<file path="config.mk">
export PLATFORM = sky130hd
export DESIGN_NAME = seq_gen_arbiter
export DESIGN_NICKNAME = d
export VERILOG_FILES = /design/src/rtl/seq_gen_arbiter_pkg.sv /design/src/rtl/seq_gen_arbiter_rr_arb2.sv /design/src/rtl/seq_gen_arbiter.sv
export SDC_FILE = /design/constraint.sdc
export NUM_CORES = 1
export LEC_CHECK = 0
export ABC_AREA = 1
export CORE_MARGIN = 5
export CORE_UTILIZATION = 46
export DETAILED_ROUTE_END_ITERATION = 10
export PLACE_DENSITY = 0.77
export SYNTH_ARGS = -nofsm -noshare
export SYNTH_HDL_FRONTEND = slang
export SYNTH_HIERARCHICAL = 1
export SYNTH_SLANG_ARGS = --single-unit
export TNS_END_PERCENT = 10
</file>
<file path="constraint.sdc">
create_clock -name clk -period 1.5 [get_ports clk]
set_input_delay 0.15 -clock clk [delete_from_list [all_inputs] [get_ports clk]]
set_output_delay 0.15 -clock clk [all_outputs]
set_load 0.05 [all_outputs]
</file>
<file path="src/rtl/seq_gen_arbiter_pkg.sv">
// Shared types and widths for the sequence-generator arbiter.
package seq_gen_arbiter_pkg;
  localparam int unsigned N_REQ = 2;
  localparam int unsigned GEN_W = 3;

  typedef enum logic [1:0] {
    IDLE  = 2'd0,
    CLEAR = 2'd1,
    RUN   = 2'd2,
    DONE  = 2'd3
  } state_t;
endpackage

</file>
<file path="src/rtl/seq_gen_arbiter_rr_arb2.sv">
// Combinational two-way round-robin select: the requester other than i_last wins a tie.
module rr_arb2
  import seq_gen_arbiter_pkg::*;
(
  input  logic [N_REQ-1:0] i_req,
  input  logic             i_last,
  output logic             o_winner,
  output logic             o_any
);
  assign o_any    = |i_req;
  assign o_winner = (&i_req) ? ~i_last : i_req[1];
endmodule

</file>
<file path="src/rtl/seq_gen_arbiter.sv">
// Shares one 3-bit sequence generator between two burst requesters:
// round-robin grant, generator clear, N step enables, forwarded data and done pulse.
module seq_gen_arbiter
  import seq_gen_arbiter_pkg::*;
#(
  parameter int unsigned STEP_W = 4
) (
  input  logic              clk,
  input  logic              rst,
  input  logic [N_REQ-1:0]  req,
  input  logic [STEP_W-1:0] len0,
  input  logic [STEP_W-1:0] len1,
  output logic [N_REQ-1:0]  gnt,
  output logic [N_REQ-1:0]  done,
  output logic              gen_clr,
  output logic              gen_en,
  input  logic [GEN_W-1:0]  gen_q,
  output logic [GEN_W-1:0]  data_out,
  output logic              data_vld
);
  state_t            r_state;
  state_t            w_state_nxt;
  logic [STEP_W-1:0] r_cnt;
  logic              r_last;
  logic              r_win;
  logic [N_REQ-1:0]  r_gnt;
  logic [N_REQ-1:0]  r_done;
  logic              r_gen_clr;
  logic              r_data_vld;

  logic              w_arb_win;
  logic              w_arb_any;
  logic              w_abort;
  logic              w_win_nxt;
  logic [N_REQ-1:0]  w_oh_nxt;
  logic [N_REQ-1:0]  w_gnt_nxt;
  logic [N_REQ-1:0]  w_done_nxt;
  logic              w_clr_nxt;
  logic              w_gen_en;

  rr_arb2 u_arb (
    .i_req    (req),
    .i_last   (r_last),
    .o_winner (w_arb_win),
    .o_any    (w_arb_any)
  );

  // Winner dropping its request mid-burst abandons the burst.
  assign w_abort = ((r_state == CLEAR) || (r_state == RUN)) && !req[r_win];

  // State, counter, pointer and registered outputs
  always_ff @(posedge clk or negedge rst) begin
    if (!rst) begin
      r_state    <= IDLE;
      r_cnt      <= '0;
      r_last     <= 1'b1;
      r_win      <= 1'b0;
      r_gnt      <= '0;
      r_done     <= '0;
      r_gen_clr  <= 1'b0;
      r_data_vld <= 1'b0;
    end else begin
      r_state    <= w_state_nxt;
      r_gnt      <= w_gnt_nxt;
      r_done     <= w_done_nxt;
      r_gen_clr  <= w_clr_nxt;
      r_data_vld <= w_gen_en;
      if ((r_state == IDLE) && w_arb_any) begin
        r_win <= w_arb_win;
        r_cnt <= w_arb_win ? len1 : len0;
      end else if ((r_state == RUN) && !w_abort) begin
        r_cnt <= r_cnt - STEP_W'(1);
      end
      if ((r_state == DONE) || w_abort) begin
        r_last <= r_win;
      end
    end
  end

  // Next-state logic
  always_comb begin
    w_state_nxt = r_state;
    case (r_state)
      IDLE:    if (w_arb_any) w_state_nxt = CLEAR;
      CLEAR: begin
        if (w_abort)                 w_state_nxt = IDLE;
        else if (r_cnt == '0)        w_state_nxt = DONE;
        else                         w_state_nxt = RUN;
      end
      RUN: begin
        if (w_abort)                 w_state_nxt = IDLE;
        else if (r_cnt == STEP_W'(1)) w_state_nxt = DONE;
      end
      DONE:    w_state_nxt = IDLE;
      default: w_state_nxt = IDLE;
    endcase
  end

  // Output logic; gen_en follows req directly so an abort stops stepping at once
  always_comb begin
    w_win_nxt  = (r_state == IDLE) ? w_arb_win : r_win;
    w_oh_nxt   = w_win_nxt ? 2'b10 : 2'b01;
    w_gnt_nxt  = '0;
    w_done_nxt = '0;
    w_clr_nxt  = 1'b0;
    w_gen_en   = 1'b0;
    if (w_state_nxt != IDLE) w_gnt_nxt  = w_oh_nxt;
    if (w_state_nxt == DONE) w_done_nxt = w_oh_nxt;
    if (w_state_nxt == CLEAR) w_clr_nxt = 1'b1;
    if ((r_state == RUN) && req[r_win]) w_gen_en = 1'b1;
  end

  assign gnt      = r_gnt;
  assign done     = r_done;
  assign gen_clr  = r_gen_clr;
  assign gen_en   = w_gen_en;
  assign data_vld = r_data_vld;
  assign data_out = gen_q;
endmodule

</file>
==> results.yml <==
place:
  gp_congestion: 0.939
  port_buffers: 18
  dp_hpwl_um: 1500
setup_path:
  critical_path_class: "reg2out"
  required_ps: 1350
  cp_max_fo: 5
  critPathCaptureType: "output port"
  start_kind: "flip-flop"
  critPathArrivalTime_ps: 1330
  regToRegSetupSlack_ps: 30
synth:
  synth_common_cells: "nand2_1, dfrtp_1, inv_1, o21ai_0, nor2_1"
  yosys_most_used_dff: "dfrtp_1"
  synth-seq-area-share: 0.390
  synth_warnings: 6
  syn_area_sq_um: 901
  synth_edf_count: 0
  async_reset_ff_frac: 1.00
  synthCells: 112
  yosys.cell_count.top_type: "nand2_1"
  syn_nets: 134
  synth_top_area_share: 0.361
  synth.top_cells.by_area: "dfrtp_1, ha_1, nand2_1"
  syn_area_per_cell_sq_um: 8.04
  synth_largest_area_cell: "dfrtp_1"
  ys_types: 23
  ys_ff_latch: 14
detailed_routing:
  dr.pass1.iters: 4
  drc: 0
  totalWireLength_um: 1880
  vias: 809
  routed_via_density: 4.84
  ant_nets: 0
  drtIter0Drc: 13
  wl_per_cell_um: 11.3
global_routing:
  grt-ovfl-total: 0
  grtUsageTotal: 0.145
  grt_pass1_vias: 766
  grt_max_degree: 15
  grt_pass1_wl_um: 3110
  antenna_found_initial: 0
die:
  rows: 16
  core-area_sq_um: 1920
  die-area_sq_um: 2940
  pin_count: 25
  fp.dieW_um: 54.3
  die_h_um: 54.3
  initial_core_util: 0.469
power:
  ir_drop_mv: 1.06
  leakagePower_uw: 0.000602
  powerDensity_nw_per_um2: 2120
  power_uw: 2620
sta:
  fin_crit_ps: 1480
  rsz0062_at_grt: "true"
  clock.fmax_mhz: 674
  fin_skew_ps: 5.50
  setup_viol: 0
  finalSetupTns_ps: 0
  finalHoldViolations: 0
  tightest_slew_ps: 424
  max_slew_margin: 0.715
  fin_crit_sh: 0.989
  slew_viol_final: 0
clocking:
  ctsHoldBuffers: 0
  htree_levels: 1
  cts_buffer_depth: 2
  clock_latency_ps: 280
  clk_pin_slew_ps: 90
  cts.sinks: 14
  cts-root-buf: "clkbuf_4"
  cts_buffers: 3
  cts_tree: "done"
layout:
  antenna_cells: 0
  seqCellArea_sq_um: 352
  nets: 163
  num-fill-cells: 166
  drive_above_1_share: 0.314
  multi_input_area_sq_um: 514
  area_delta_synth_final_pct: 37.2
hold_path:
  hp-class: "in2async"
flow_run:
  drv_cap: 0
outcome:
  status: "finished clean"
==> worst max-delay path: stages (launching register included) <==
cell	delay [ps]
dfrtp_1	370
buf_4	150
ha_4	170
a21boi_4	210
buf_12	150
==> sequential cells by signal, summed over array words and instances, names as in the netlist <==
register	flops
data_vld	1
gen_clr	1
gnt	2
done	2
r_last	1
r_cnt	4
r_win	1
r_state	2
==> through the flow <==
| step | hold slack [ps] | setup slack [ps] | cells | instance area (sq um) | util |
|---|---|---|---|---|---|
| final | 172 | 16.7 | 167 | 1240 | 0.643 |
| after global routing | 191 | -48.2 | 167 | 1240 | 0.643 |
| after CTS | 174 | 17.9 | 166 | 1210 | 0.628 |
| after detailed placement | 300 | -79.7 | 162 | 1150 | 0.599 |
| after global placement | 300 | -33.5 | 162 | 1150 | 0.599 |
| after floorplan | -146 | 71.5 | 112 | 905 | - |
==> final cells by class <==
type	instances	share of cell area
flip-flops and latches	14	0.284
clock buffers	4	0.0294
multi-input cells	80	0.416
repair buffers	27	0.196
inverters	15	0.0466
well taps	27	0.0273
==> timing repair <==
item,in CTS,in global routing
pin swaps,0,0
setup endpoints to repair,1,9
cloned,0,0
setup buffers,0,1
gates resized for setup,4,6
==> cells by family after synthesis <==
kind of cell | count (synthesis) | share of synthesized area
simple gates | 49 | 0.278
compound gates | 23 | 0.136
buf+inv | 18 | 0.0889
flops | 14 | 0.390
fa+ha+maj | 7 | 0.0972
xor+xnor | 1 | 0.00972
==> report_power, final <==
part | total [uW] | leakage, uW | switching (uW) | internal [uW]
Combinational | 1690 | 0.000406 | 1040 | 658
Sequential | 653 | 0.000175 | 98.7 | 554
Clock | 272 | 0.0000210 | 124 | 148
==> path summary, 6_finish.rpt <==
check                              end  depth (start not counted)  startpoint
setup / recovery                gen_en                          4  r_state[1]
min in group clk           data_out[0]                          0    gen_q[0]
setup reg to reg               done[1]                          9  r_state[0]
hold / removal                data_vld                          2         rst
max in group asynchronous       r_last                          2         rst
hold reg to reg                 r_last                          2      r_last
==> metal layers <==
| metal | GRT usage | routed length, um | part of all wire |
|---|---|---|---|
| met3 | 0.0272 | 79 | 0.042 |
| met5 | 0 | 0 | 0 |
| met2 | 0.261 | 945 | 0.50 |
| met4 | 0.0498 | 6 | 0.0032 |
| met1 | 0.171 | 848 | 0.45 |
==> cell usage in the layout (no fill, tap or decap) <==
cell type        count
nand3_1              4
inv_1               11
o22ai_1              3
a21oi_1              5
nor2_2               1
clkbuf_4             3
buf_4               15
a21oi_2              1
inv_2                3
ha_2                 1
a31oi_1              1
clkinv_2             1
nand3_4              1
nand3_2              3
nand2_1             18
or2_1                1
a21boi_4             1
ha_4                 1
nor3_2               1
nand2_4              2
clkbuf_8             1
dfrtp_1             13
xnor2_1              1
ha_1                 5
nor2_1              11
o21ai_0             12
dfstp_2              1
clkdlybuf4s50_1     11
nand2_2              7
buf_12               1
No activity file was read; power rests on OpenSTA's default activity.
